<file path="src/rtl/asm_frame_sync.sv">
// Marker correlator with flywheel lock; unpacks MSB-first payload bytes one cycle after the 8th bit, no backpressure.
// Define ASM_INVERT_DETECT_EN to also lock on inverted markers and de-invert the payload that follows.
module asm_frame_sync #(
  parameter logic [31:0] ASM_WORD    = 32'h1ACFFC1D,
  parameter int          FRAME_BYTES = 1020,
  parameter int          ASM_TOL     = 3,
  parameter int          MISS_LIMIT  = 4
) (
  input  logic       clk,
  input  logic       sys_rst,
  input  logic       bit_in,
  input  logic       valid_in,
  output logic [7:0] byte_out,
  output logic       byte_valid,
  output logic       frame_start,
  output logic       locked,
  output logic [2:0] miss_cnt
);

  localparam int FRAME_BITS = FRAME_BYTES * 8;
  localparam int CNT_W = ($clog2(FRAME_BITS) > 5) ? $clog2(FRAME_BITS) : 5;
  localparam logic [CNT_W-1:0] LAST_DATA  = CNT_W'(FRAME_BITS - 1);
  localparam logic [CNT_W-1:0] LAST_MARK  = CNT_W'(31);
  localparam logic [CNT_W-1:0] FIRST_BYTE = CNT_W'(7);
  localparam logic [CNT_W-1:0] CNT_ONE    = CNT_W'(1);
  localparam logic [2:0]       MISS_MAX   = 3'(MISS_LIMIT);
  localparam logic [5:0]       TOL        = 6'(ASM_TOL);

  typedef enum logic [1:0] {
    SEARCH,
    DATA,
    CHECK
  } state_t;

  function automatic logic [5:0] popcount32(input logic [31:0] v);
    logic [5:0] n;
    n = '0;
    for (int i = 0; i < 32; i++) begin
      n = n + 6'(v[i]);
    end
    return n;
  endfunction

  state_t           state_q;
  logic [30:0]      hist_q;
  logic [31:0]      hist_d;
  logic [CNT_W-1:0] cnt_q;
  logic [6:0]       sr_q;
  logic [7:0]       byte_q;
  logic             bv_q;
  logic             fs_q;
  logic [2:0]       miss_q;

  logic hit_true;
  logic hit_search;
  logic hit_check;
  logic data_bit;

  // Only the 31 older bits are stored; the incoming bit completes the 32-bit window.
  assign hist_d   = {hist_q, bit_in};
  assign hit_true = (popcount32(hist_d ^ ASM_WORD) <= TOL);

`ifdef ASM_INVERT_DETECT_EN
  logic pol_q;
  logic hit_inv;

  assign hit_inv    = (popcount32(~hist_d ^ ASM_WORD) <= TOL);
  assign hit_search = hit_true | hit_inv;
  assign hit_check  = pol_q ? hit_inv : hit_true;
  assign data_bit   = bit_in ^ pol_q;
`else
  assign hit_search = hit_true;
  assign hit_check  = hit_true;
  assign data_bit   = bit_in;
`endif

  always_ff @(posedge clk) begin
    if (sys_rst) begin
      state_q <= SEARCH;
      hist_q  <= '0;
      cnt_q   <= '0;
      sr_q    <= '0;
      byte_q  <= '0;
      bv_q    <= 1'b0;
      fs_q    <= 1'b0;
      miss_q  <= '0;
`ifdef ASM_INVERT_DETECT_EN
      pol_q   <= 1'b0;
`endif
    end else begin
      bv_q <= 1'b0;
      fs_q <= 1'b0;
      if (valid_in) begin
        hist_q <= hist_d[30:0];
        unique case (state_q)
          SEARCH: begin
            if (hit_search) begin
              state_q <= DATA;
              cnt_q   <= '0;
              miss_q  <= '0;
              sr_q    <= '0;
`ifdef ASM_INVERT_DETECT_EN
              // True polarity wins when both correlations pass.
              pol_q   <= ~hit_true;
`endif
            end
          end
          DATA: begin
            sr_q <= {sr_q[5:0], data_bit};
            if (cnt_q[2:0] == 3'd7) begin
              byte_q <= {sr_q, data_bit};
              bv_q   <= 1'b1;
              fs_q   <= (cnt_q == FIRST_BYTE);
            end
            if (cnt_q == LAST_DATA) begin
              state_q <= CHECK;
              cnt_q   <= '0;
            end else begin
              cnt_q <= cnt_q + CNT_ONE;
            end
          end
          CHECK: begin
            if (cnt_q == LAST_MARK) begin
              cnt_q   <= '0;
              state_q <= DATA;
              if (hit_check) begin
                miss_q <= '0;
              end else if ((miss_q + 3'd1) == MISS_MAX) begin
                state_q <= SEARCH;
                miss_q  <= '0;
                sr_q    <= '0;
`ifdef ASM_INVERT_DETECT_EN
                pol_q   <= 1'b0;
`endif
              end else begin
                miss_q <= miss_q + 3'd1;
              end
            end else begin
              cnt_q <= cnt_q + CNT_ONE;
            end
          end
          default: state_q <= SEARCH;
        endcase
      end
    end
  end

  assign byte_out    = byte_q;
  assign byte_valid  = bv_q;
  assign frame_start = fs_q;
  assign locked      = (state_q != SEARCH);
  assign miss_cnt    = miss_q;

endmodule

</file>
<file path="config.mk">
export PLATFORM = sky130hd
export DESIGN_NAME = asm_frame_sync
export DESIGN_NICKNAME = d
export VERILOG_FILES = /design/src/rtl/asm_frame_sync.sv
export SDC_FILE = /design/constraint.sdc
export NUM_CORES = 1
export LEC_CHECK = 0
export CORE_MARGIN = 5
export CORE_UTILIZATION = 55
export DETAILED_ROUTE_END_ITERATION = 8
export GPL_ROUTABILITY_DRIVEN = 0
export GPL_TIMING_DRIVEN = 0
export PLACE_DENSITY_LB_ADDON = 0.25
export SETUP_SLACK_MARGIN = 0.3
export SLEW_MARGIN = 30
export SYNTH_ARGS = -nofsm -noshare
export SYNTH_HDL_FRONTEND = slang
export SYNTH_SLANG_ARGS = --single-unit
</file>
<file path="constraint.sdc">
create_clock -name clk -period 8.52 [get_ports clk]
set_input_delay 1.704 -clock clk [delete_from_list [all_inputs] [get_ports clk]]
set_output_delay 1.704 -clock clk [all_outputs]
set_load 0.005 [all_outputs]
</file>
## Word level (Yosys, flattened, before mapping)

Cells that the tools add are included.

- Add/subtract/negate cells: 33
- Magnitude comparators: 1
- Eq/ne operators: 12
- Muxes and demuxes: 21
- Bitwise gates (word level): 4
- Reduce and logical (&&, ||, !) cells: 11

Operators by type and width:

| cell | number |
|---|---|
| 6-bit by 1-bit adder with 6-bit output | 26 |
| 13-bit 2-to-1 mux | 3 |
| 13-bit one-hot mux with 3 select lines | 1 |
| 7-bit 2-to-1 mux | 4 |
| 7-bit one-hot mux with 3 select lines | 1 |
| 19-bit inverter | 1 |
| 13-bit by 1-bit adder with 13-bit output (second input constant) | 1 |
| 13-bit == test (second input constant) | 1 |
| 13-bit by 3-bit == test with 1-bit output (second input constant) | 1 |
| 13-bit by 5-bit == test with 1-bit output (second input constant) | 1 |
| 3-bit 2-to-1 mux | 4 |
| 2-bit inequality test (second input constant) | 5 |
| 4-bit AND reduction | 2 |
| 5-bit by 1-bit adder with 6-bit output | 1 |
| 3-bit == test (second input constant) | 2 |
| 6-bit by 2-bit <= comparator with 1-bit output (second input constant) | 1 |
| 2-bit 2-to-1 mux | 3 |
| 2-bit one-hot mux with 3 select lines | 1 |
| 3-bit one-hot mux with 2 select lines | 1 |
| 3-bit AND reduction | 2 |
| 6-bit AND reduction | 1 |
| 4-bit by 1-bit adder with 5-bit output | 1 |
| 3-bit by 1-bit adder with 4-bit output | 1 |
| 2-bit nonzero test | 2 |
| 11 further kinds | 15 |

- Register bits: 66
- Word-level logic and storage cells: 90

## Depth between registers and ports, before layout

Gate-level depths: netlist of run 1.

- Depth after elaboration: 36
- Depth in mapped cells: 21
- Gate-level depth less buffers: 19

## Worst setup path before layout of run 1

No wires, ideal clock.

- Kind: input to register
- Start: in bit_in
- End: reg sr_q[4]
- Arrival: 6453 ps
- Required time: 8424 ps
- Setup slack: 1972 ps
- Stages: 19
- Buffers on the path: 2
- Path through: inv_1 fa_1 inv_1 fa_1 inv_1 fa_1 inv_1 fa_1 fa_1 fa_1 inv_1 ha_1 fa_1 nand2b_1 and4b_1 a21oi_1 buf_2 buf_2 o41ai_2

- Cells in the longest elaborated chain, start to end: 35
- Elaborated cells on any way between the ends: 36

RTL lines:

| what | line | RTL |
|---|---|---|
| start: declaration | 11 | `input logic bit_in,` |
| 19-bit inverter (no source line) * | -- |  |
| 1-bit by 1-bit adder with 2-bit output * | 39 | `n = n + 6'(v[i]);` |
| 2-bit by 1-bit adder with 3-bit output * | 39 |  |
| 3-bit by 1-bit adder with 4-bit output * | 39 |  |
| 4-bit by 1-bit adder with 5-bit output * | 39 |  |
| 5-bit by 1-bit adder with 6-bit output * | 39 |  |
| 6-bit by 1-bit adder with 6-bit output * (26 in series) | 39 |  |
| 6-bit by 2-bit <= comparator with 1-bit output * | 61 | `assign hit_true = (popcount32(hist_d ^ ASM_WORD) <= TOL);` |
| 2-bit inequality test (no source line) | -- |  |
| 6-bit AND reduction (no source line) * | -- |  |
| end signal: assignment | 109 | `sr_q <= {sr_q[5:0], data_bit};` |
| end: declaration | 48 | `logic [6:0] sr_q;` |

Mark *: on every way between the ends. The rest lies on a longest branch, timed or not.
A chain may end at the register's enable or synchronous reset.

## Worst setup path after layout of run 1

- Start: in bit_in
- End: reg cnt_q[8]

- Cells in the longest elaborated chain, start to end: 35

RTL lines:

| what | line | RTL |
|---|---|---|
| 19-bit inverter (no source line) | -- |  |
| 1-bit by 1-bit adder with 2-bit output | 39 |  |
| 2-bit by 1-bit adder with 3-bit output | 39 |  |
| 3-bit by 1-bit adder with 4-bit output | 39 |  |
| 4-bit by 1-bit adder with 5-bit output | 39 |  |
| 5-bit by 1-bit adder with 6-bit output | 39 |  |
| 6-bit by 1-bit adder with 6-bit output (26 in series) | 39 |  |
| 6-bit by 2-bit <= comparator with 1-bit output | 61 |  |
| 2-bit inequality test (no source line) | -- |  |
| 3-bit AND reduction (no source line) | -- |  |
| end signal: assignment | 119 | `cnt_q <= cnt_q + CNT_ONE;` |
| end signal: assignment | 139 | `cnt_q <= cnt_q + CNT_ONE;` |
| end: declaration | 47 | `logic [CNT_W-1:0] cnt_q;` |

Every way passes these cells.

==> impl_metrics.tcl, run 1 <==
set metrics [dict create \
    status "complete, no violations" \
    slew_viol_final 0 \
    syn_nets 448 \
    min-delay-start "byte_out[1]$_SDFFE_PP0P_" \
    crit_chain "clkdlybuf4s50_1, inv_1, fa_1, inv_1, fa_1, inv_1, fa_1, inv_1, fa_1, fa_1, fa_1, inv_1, ha_1, fa_1, nand2b_1, o21ai_1, a21oi_1, buf_2, buf_2, o21ai_0, a21oi_1" \
    fin_crit_sh_pct 86.0 \
    tns_ps 0 \
    fmax_mhz 136 \
    hold_depth 2 \
    min_to "byte_out[1]$_SDFFE_PP0P_" \
    syn_to_final_growth_pct 11.8 \
    layout_min_cycle_time_ps 7330 \
    clkSinkCount 66 \
    slowest_delay_ps 560 \
    layout.nets 475 \
    crit_family "adder cells" \
    setup_viol 0 \
    cp_num_cells 21 \
    fp.dieW_um 92.2 \
    cp.arrival_ps 7610 \
    postCtsHoldBufs 0 \
    cp_max_fo 10 \
    num_vias 2831 \
    cts_buffer_depth 2 \
    root_buffer "clkbuf_8" \
    fp.dieH_um 92.2 \
    portBuffers 16 \
    track_usage_pct 18.8 \
    slowest_stage "clkdlybuf4s50_1" \
    antenna_found_initial 0 \
    hp-class "flop to flop" \
    hold_viol 0 \
    grt_pass1_wl_mm 12.7 \
    wl_per_cell_um 13.9 \
    synth_seq_cells 66 \
    coreArea_um2 6680 \
    netlist_area_um2 3710 \
    ys.flop_type "dfxtp_1" \
    grt_setup_unrepaired "false" \
    std_cell_rows 30 \
    drt.antenna.violating_nets 0 \
    grt_pass1_vias 2806 \
    first_pass_iters 4 \
    cts_htree_levels 3 \
    dp_hpwl_mm 5.40 \
    dieArea_um2 8490 \
    yosys_warnings 0 \
    timing.rr.end "cnt_q[8]$_SDFFE_PP0P_" \
    synthCells 405 \
    irDropWorstVdd_uv 151 \
    skew_ps 9.13 \
    required_ps 8800 \
    synth-seq-area-share_pct 35.6 \
    cp-end-kind "flop" \
    top_level_ports 18 \
    post_cts_buffers 0 \
    r2r-start "hist_q[0]$_SDFFE_PP0P_" \
    grt_max_degree 13 \
    critPathKind "primary input to flop" \
    drc 0 \
    crit_path_frequent_cell "fa_1" \
    ys_types 51 \
    rr_worst_depth 19 \
    critPathBufInv 8 \
    cts-buffers-inserted 9 \
    initial_utilization_pct 55.6 \
    clkSlewWorstSetupHoldPaths_ps 70 \
    drt_iter0_markers 94 \
    whs_ps 460 \
    clock_latency_ps 350 \
    routed_wl_mm 7.20 \
    drive_gt1_share_pct 6.41 \
    relSlewSlack_pct 49.7 \
    postCtsResizedCells 0 \
    synthArstFlopShare_pct 0 \
    power_density_nw_per_um2 192 \
    timing.max_cap.violations 0 \
    tightest_slew_ps 745 \
    static-leakage-power_nw 1.60 \
    vias_per_cell 5.48 \
    synth-edff-count 0 \
    antenna-diode-count 0 \
    grt_overflow 0 \
    r2r_slack_ps 2720 \
    synth_area_per_cell_um2 9.17 \
    start_kind "primary input" \
    cts_tree "done" \
]
tightest hold or removal path: stages, from the launching register on:
cell     delay [ps]
dfxtp_1         310
nand2_1          50
a21oi_1          50
worst max path at each step:
| stage | startpoint | endpoint | slack, ps |
|---|---|---|---|
| 5_1_grt | bit_in | cnt_q[8]$_SDFFE_PP0P_ | 840 |
| 6_report | bit_in | cnt_q[8]$_SDFFE_PP0P_ | 1190 |
| 3_3_place_gp | bit_in | cnt_q[9]$_SDFFE_PP0P_ | 880 |
| 3_5_place_dp | bit_in | cnt_q[9]$_SDFFE_PP0P_ | 840 |
| 4_1_cts | bit_in | cnt_q[9]$_SDFFE_PP0P_ | 1190 |
| 2_1_floorplan | bit_in | sr_q[4]$_SDFFE_PP0P_ | 1970 |
routing by layer:
metal | GRT usage, % | share of wire, %
met1 | 24.1 | 47
met3 | 4.92 | 3.3
met5 | 0 | 0
met4 | 7.80 | 2.0
met2 | 30.0 | 48
registers in the layout (all words and copies together), names as in the netlist:
name         count
state_q          2
miss_cnt         3
hist_q          31
cnt_q           13
frame_start      1
byte_out         8
byte_valid       1
sr_q             7
placed cells by master (no fill, tap or decap), types with 4 or more instances in the layout:
cell	Yosys	layout
o21ai_1	7	7
nand3_1	15	15
dfxtp_1	66	66
fa_1	24	24
nor2_1	39	39
o21ai_0	12	12
inv_1	53	53
clkdlybuf4s50_1	0	16
ha_1	15	15
nor2b_1	10	10
a21oi_1	20	20
or3_1	5	5
clkbuf_8	0	10
nand2_1	33	33
o41ai_1	4	4
clkbuf_1	12	12
mux2i_1	31	31
synthesized netlist by cell type, types with 4 or more instances:
| library cell | count | area share (%) |
|---|---|---|
| nor2_1 | 39 | 3.9 |
| dfxtp_1 | 66 | 36 |
| o21ai_0 | 12 | 1.6 |
| mux2i_1 | 31 | 8.4 |
| o21ai_1 | 7 | 0.94 |
| or3_1 | 5 | 0.84 |
| nor2b_1 | 10 | 1.7 |
| o41ai_1 | 4 | 0.94 |
| a21oi_1 | 20 | 2.7 |
| ha_1 | 15 | 5.1 |
| nand2_1 | 33 | 3.3 |
| inv_1 | 53 | 5.4 |
| clkbuf_1 | 12 | 1.2 |
| fa_1 | 24 | 13 |
| nand3_1 | 15 | 2.0 |
cell families (layout without fill, tap and decap cells):
| logic type | after synthesis | in the layout | share of synthesized area [%] |
|---|---|---|---|
| adders and majority gates | 39 | 39 | 18.0 |
| muxes | 31 | 31 | 8.36 |
| xor gates and xnor gates | 2 | 2 | 0.472 |
| buffers and inverters | 70 | 102 | 7.35 |
| and+or+nand+nor | 129 | 129 | 17.2 |
| DFF | 66 | 66 | 35.6 |
| AOI/OAI and AO/OA | 68 | 68 | 13.0 |
metrics by stage:
stage / instances / utilization [%] / setup WS (ps) / area, µm² / total power (W)
floorplan: 405 / - / 1970 / 3710 / 0.000507
global placement: 501 / 59.5 / 881 / 3970 / 0.000563
detailed placement: 501 / 59.5 / 841 / 3970 / 0.000565
CTS: 517 / 62.1 / 1190 / 4150 / 0.000805
global route: 517 / 62.1 / 838 / 4150 / 0.000850
finish: 517 / 62.1 / 1190 / 4150 / 0.000798
final cells by class:
cell class,count,area (µm²)
clock inverters,6,41.3
multi-input cells,269,2120
well taps,80,100
repair buffers,16,160
plain buffers,17,73.8
fillers,578,2530
inverters,53,199
flip-flops and latches,66,1320
clock buffers,10,138
where the power goes:
| part | internal (W) | total (W) | switching (W) |
|---|---|---|---|
| logic | 0.0000815 | 0.000234 | 0.000153 |
| clock network | 0.000113 | 0.000239 | 0.000126 |
| registers | 0.000316 | 0.000325 | 0.00000844 |
Power figures use the tool's default switching activity.
==> run 2, diff against run 1 <==
--- a/config.mk
+++ b/config.mk
@@ -5,8 +5,9 @@
 export SDC_FILE = /design/constraint.sdc
 export NUM_CORES = 1
 export LEC_CHECK = 0
+export ABC_AREA = 1
 export CORE_MARGIN = 5
-export CORE_UTILIZATION = 55
+export CORE_UTILIZATION = 40
 export DETAILED_ROUTE_END_ITERATION = 8
 export GPL_ROUTABILITY_DRIVEN = 0
 export GPL_TIMING_DRIVEN = 0
==> impl_metrics.tcl, run 2 <==
set metrics [dict create \
    status "complete, no violations" \
    synthSimpleGateAreaFrac_pct 22.8 \
    hold_viol 0 \
    crit_family "adder cells" \
    synth_top_area_cell "dfxtp_1" \
    drt.antenna.violating_nets 0 \
    yosys_warnings 0 \
    grt_max_degree 14 \
    required_ps 8790 \
    final_cell_mix "nand2_1, inv_1, dfxtp_1, a21oi_1, o21ai_0" \
    regMostFlops "hist_q" \
    p_sw_w 0.000511 \
    skew_ps 9.07 \
    root_buffer "clkbuf_8" \
    crit_path_frequent_cell "fa_1" \
    layout_min_cycle_time_ps 6920 \
    cts_buffer_depth 2 \
    slowest_delay_ps 530 \
    slew_viol_final 0 \
    critPathBufInv 8 \
    dp_hpwl_mm 5.96 \
    mostFrequentLayoutCell "nand2_1" \
    synth_top_cells_by_count "nand2_1, inv_1, dfxtp_1" \
    synth-edff-count 0 \
    p_sw_share_pct 41.0 \
    cts_htree_levels 3 \
    antenna_found_initial 0 \
    top_level_ports 18 \
    synthCells 471 \
    antenna-diode-count 0 \
    grt_overflow 0 \
    drc 0 \
    crit_chain "clkdlybuf4s50_1, inv_1, fa_1, inv_1, fa_1, inv_1, fa_1, inv_1, fa_1, fa_1, fa_1, inv_1, ha_1, fa_1, inv_1, nor2_1, nor2_2, nand2_2, nand2_2, nand2_2, nor2_4, buf_4, nand3_1, a21oi_1" \
    muxShareOfSynthArea_pct 0 \
    drt_iter0_markers 136 \
    cts_tree "done" \
    relSlewSlack_pct 60.3 \
    num_vias 2984 \
    netlist_area_um2 3680 \
    slowest_stage "fa_1" \
    routed_wl_mm 7.97 \
    synth_seq_cells 66 \
    grt_pass1_wl_mm 13.4 \
    post_cts_buffers 0 \
    start_kind "primary input" \
    timing.max_cap.violations 0 \
    fp.dieW_um 106 \
    grt_pass1_vias 2850 \
    power.clock.fraction_pct 26.9 \
    coreArea_um2 9110 \
    syn_to_final_growth_pct 14.9 \
    power.share.sequential_pct 27.3 \
    track_usage_pct 14.9 \
    first_pass_iters 4 \
    yosysMostFrequentCell "nand2_1" \
    grt_setup_unrepaired "false" \
    static-leakage-power_nw 1.75 \
    cp_max_fo 10 \
    power.internal_w 0.000736 \
    r2r_slack_ps 3150 \
    fmax_mhz 144 \
    ys_top_cells_by_area "dfxtp_1, fa_1, nand2_1" \
    synthArstFlopShare_pct 0 \
    postCtsResizedCells 0 \
    cp.arrival_ps 7200 \
    synth-xor-area-share_pct 1.19 \
    wl_per_cell_um 13.0 \
    nFillCells 898 \
    largest_reg_flops 31 \
    cp-end-kind "flop" \
    hp-class "flop to flop" \
    synth_area_per_cell_um2 7.81 \
    tightest_slew_ps 595 \
    layout.nets 541 \
    whs_ps 452 \
    setup_viol 0 \
    critPathKind "primary input to flop" \
    vias_per_cell 4.86 \
    share_comb_of_total_power_pct 45.8 \
    postCtsHoldBufs 0 \
    tns_ps 0 \
    drive_gt1_share_pct 9.15 \
    synth_top_family_by_area "simple AND/OR/NAND/NOR gates" \
    syn_nets 514 \
    clock_latency_ps 350 \
    ys_types 29 \
    fin_crit_sh_pct 81.2 \
    std_cell_rows 35 \
    dp.cells 598 \
    synth_compound_area_share_pct 12.0 \
    dieArea_um2 11200 \
    synth_fa_ha_area_share_pct 18.2 \
    portBuffers 16 \
    irDropWorstVdd_uv 163 \
    synth.top_cell.area_share_pct 35.9 \
    clkSlewWorstSetupHoldPaths_ps 80 \
    clkSinkCount 66 \
    synth-seq-area-share_pct 35.9 \
    fp.dieH_um 106 \
    cts-buffers-inserted 9 \
    power_density_nw_per_um2 295 \
    instances_no_fill 614 \
    ys.flop_type "dfxtp_1" \
    initial_utilization_pct 40.4 \
]
-- run 2: worst reg2reg max path, stage by stage, from the launching register on --
cell	delay [ps]
dfxtp_1	320
inv_1	80
fa_1	560
inv_1	60
fa_1	460
fa_1	520
inv_1	50
fa_1	470
fa_1	530
fa_1	510
inv_1	40
ha_1	200
fa_1	390
inv_1	60
nor2_1	40
nor2_2	150
nand2_2	110
nand2_2	90
nand2_2	80
nor2_4	130
buf_4	200
nand3_1	100
a21oi_1	160
-- run 2: final cells by class --
type	instances	area (µm²)	area share, %
Buffer	17	83.8	1.98
Sequential cell	66	1320	31.3
Timing Repair Buffer	16	160	3.79
Clock inverter	7	125	2.96
Clock buffer	9	124	2.93
Inverter	74	278	6.57
Multi-Input combinational cell	314	1990	47.2
Tap cell	111	139	3.29
-- run 2: cell families after synthesis --
logic type | count (synthesis)
simple gates | 183
buf+inv | 91
compound gates | 87
flops | 66
fa+ha+maj | 39
xor+xnor | 5
-- run 2: worst paths after layout --
check,from,endpoint,cells after the start
worst min-delay path,byte_out[7]$_SDFFE_PP0P_,byte_out[7]$_SDFFE_PP0P_,2
worst max register to register,hist_q[8]$_SDFFE_PP0P_,cnt_q[2]$_SDFFE_PP0P_,22
worst min register to register,byte_out[7]$_SDFFE_PP0P_,byte_out[7]$_SDFFE_PP0P_,2
worst max-delay path,bit_in,cnt_q[2]$_SDFFE_PP0P_,24
-- run 2: routing by layer --
metal	vias to the layer above	global-route usage, %	part of all wire, %
met3	9	2.94	3.6
met4	0	5.27	1.2
met2	48	23.0	46
met1	1390	20.7	49
li1	1537	-	-
met5	-	0	0
-- run 2: per-stage QoR --
stage / setup WS (ps) / total power [W] / cell area [µm²] / util [%]
6_report: 1600 / 0.00125 / 4230 / 46.4
2_1_floorplan: 2130 / 0.000789 / 3680 / -
3_5_place_dp: 1250 / 0.000917 / 3980 / 43.7
4_1_cts: 1600 / 0.00126 / 4230 / 46.4
5_1_grt: 1320 / 0.00135 / 4230 / 46.4
3_3_place_gp: 1250 / 0.000909 / 3980 / 43.7
-- run 2: power groups by stage --
| stage | Clock (W) | Combinational, W | Sequential, W |
|---|---|---|---|
| global route | 0.000351 | 0.000660 | 0.000343 |
| detailed placement | 0 | 0.000570 | 0.000348 |
| global placement | 0 | 0.000563 | 0.000347 |
| floorplan | 0 | 0.000445 | 0.000344 |
| CTS | 0.000340 | 0.000578 | 0.000340 |
| finish | 0.000335 | 0.000572 | 0.000340 |
==> run 3, diff against run 2 <==
==> constraint.sdc (replaced) <==
create_clock -name clk -period 6.7 [get_ports clk]
set_input_delay 1.34 -clock clk [delete_from_list [all_inputs] [get_ports clk]]
set_output_delay 1.34 -clock clk [all_outputs]
set_load 0.005 [all_outputs]
==> impl_metrics.tcl, run 3 (synthesis gave the netlist of run 2 again) <==
set metrics [dict create \
    p_sw_w 0.000656 \
    coreArea_um2 9110 \
    regMostFlops "hist_q" \
    grt_setup_unrepaired "true" \
    dieArea_um2 11200 \
    first_pass_iters 4 \
    cts_buffer_depth 2 \
    initial_utilization_pct 40.4 \
    hold_depth 2 \
    fp.dieW_um 106 \
    cts-buffers-inserted 9 \
    power.share.sequential_pct 26.7 \
    syn_to_final_growth_pct 15.6 \
    met2_usage_pct 23.2 \
    grt_overflow 0 \
    grt_max_degree 14 \
    start_kind "primary input" \
    power.internal_w 0.000965 \
    irDropWorstVdd_uv 204 \
    timing.rr.end "cnt_q[7]$_SDFFE_PP0P_" \
    antenna-diode-count 0 \
    tightest_slew_ps 581 \
    final_cell_mix "nand2_1, inv_1, dfxtp_1, a21oi_1, o21ai_0" \
    track_usage_pct 15.0 \
    final_core_util_pct 46.7 \
    status "complete, no violations" \
    fmax_mhz 162 \
    setup_viol 0 \
    share_comb_of_total_power_pct 47.1 \
    busiest_layer "met2" \
    portBuffers 16 \
    dpl_cell_area_um2 3980 \
    crit_path_frequent_cell "fa_1" \
    fin_crit_sh_pct 91.9 \
    clock_latency_ps 350 \
    largest_reg_flops 31 \
    slew_viol_final 0 \
    fin_area_um2 4250 \
    grt_pass1_wl_mm 13.5 \
    wl_per_cell_um 12.9 \
    rr_worst_depth 23 \
    mostFrequentLayoutCell "nand2_1" \
    cp_max_fo 10 \
    drt.antenna.violating_nets 0 \
    layout.nets 543 \
    cp.arrival_ps 6410 \
    min-delay-start "byte_out[7]$_SDFFE_PP0P_" \
    finalPower_w 0.00162 \
    slowest_delay_ps 530 \
    clkSlewWorstSetupHoldPaths_ps 80 \
    root_buffer "clkbuf_8" \
    r2r_slack_ps 1440 \
    num_vias 3002 \
    static-leakage-power_nw 1.76 \
    drc 0 \
    p_sw_share_pct 40.5 \
    required_ps 6950 \
    min_to "byte_out[7]$_SDFFE_PP0P_" \
    r2r-start "hist_q[8]$_SDFFE_PP0P_" \
    hold_viol 0 \
    std_cell_rows 35 \
    power_density_nw_per_um2 381 \
    routed_wl_mm 7.94 \
    fp.dieH_um 106 \
    use_met1_pct 20.7 \
    layout_min_cycle_time_ps 6160 \
    gr-usage-met3_pct 3.12 \
    drive_gt1_share_pct 10.3 \
    hp-class "flop to flop" \
    top_level_ports 18 \
    skew_ps 6.21 \
    slowest_stage "fa_1" \
    critPathKind "primary input to flop" \
    clkSinkCount 66 \
    power.clock.fraction_pct 26.2 \
    drt_iter0_markers 160 \
    cts_htree_levels 3 \
    grt_pass1_vias 2874 \
    antenna_found_initial 0 \
    relSlewSlack_pct 61.2 \
    vias_per_cell 4.87 \
    cts_tree "done" \
    timing.max_cap.violations 0 \
    cp-end-kind "flop" \
    dp_hpwl_mm 5.96 \
]
## run 3: changes by cell type in the layout (fill, tap and decap cells not counted), sizes merged
| cell | before | now |
|---|---|---|
| buf | 5 | 7 |
| clkdlybuf4s50 | 16 | 15 |
| dlygate4sd2 | 0 | 1 |
## run 3: what timing repair did
item / CTS / global route
setup endpoints to repair: 25 / 4
pin swaps: 3 / 1
resized for setup: 8 / 0
gates cloned: 1 / 0
setup buffers: 1 / 0
hold buffers: 0 / 0
## run 3: power groups by stage
stage                     logic [W]  registers [W]  clock network (W)
final                      0.000764       0.000433           0.000425
after floorplan            0.000566       0.000438                  0
after global placement     0.000715       0.000441                  0
after detailed placement   0.000725       0.000442                  0
after global routing       0.000886       0.000436           0.000447
after CTS                  0.000777       0.000433           0.000432
## run 3: critical path, delay by kind of cell
family        cells  cell delay (ps)
simple gates      9              810
fa+ha+maj         8             3530
buf+inv           8              740
## run 3: how the worst max path moves through the flow
stage / endpoint / slack (ps) / from / cells past startpoint
after floorplan: cnt_q[7]$_SDFFE_PP0P_ / 670 / bit_in / 24
after global placement: cnt_q[7]$_SDFFE_PP0P_ / -210 / bit_in / 25
after detailed placement: cnt_q[7]$_SDFFE_PP0P_ / -210 / bit_in / 25
after CTS: sr_q[4]$_SDFFE_PP0P_ / 510 / bit_in / 25
after global routing: cnt_q[6]$_SDFFE_PP0P_ / 290 / bit_in / 22
final: cnt_q[7]$_SDFFE_PP0P_ / 540 / bit_in / 25
## run 3: final cells by class
cell class / instances / area [µm²]
tap: 111 / 139
timing repair buffer: 18 / 174
sequential: 66 / 1320
clock buffer: 9 / 124
inverter: 74 / 278
buffer: 17 / 91.3
fill: 896 / 4860
clock inverter: 7 / 125
multi-input combinational: 314 / 2000
## run 3: per-layer routing
layer,vias to the layer above,part of all wire [%]
met5,-,0
met4,0,1.4
met3,11,4.5
met2,66,46
met1,1386,48
li1,1539,-
## run 3: metrics by stage
| step | std cells | hold WS (ps) | setup slack (ps) | setup TNS, ps |
|---|---|---|---|---|
| after global placement | 598 | 437 | -205 | -3950 |
| after detailed placement | 598 | 447 | -206 | -4230 |
| after CTS | 616 | 459 | 509 | 0 |
| final | 616 | 452 | 540 | 0 |
| after floorplan | 471 | 434 | 670 | 0 |
| after global routing | 616 | 490 | 287 | 0 |
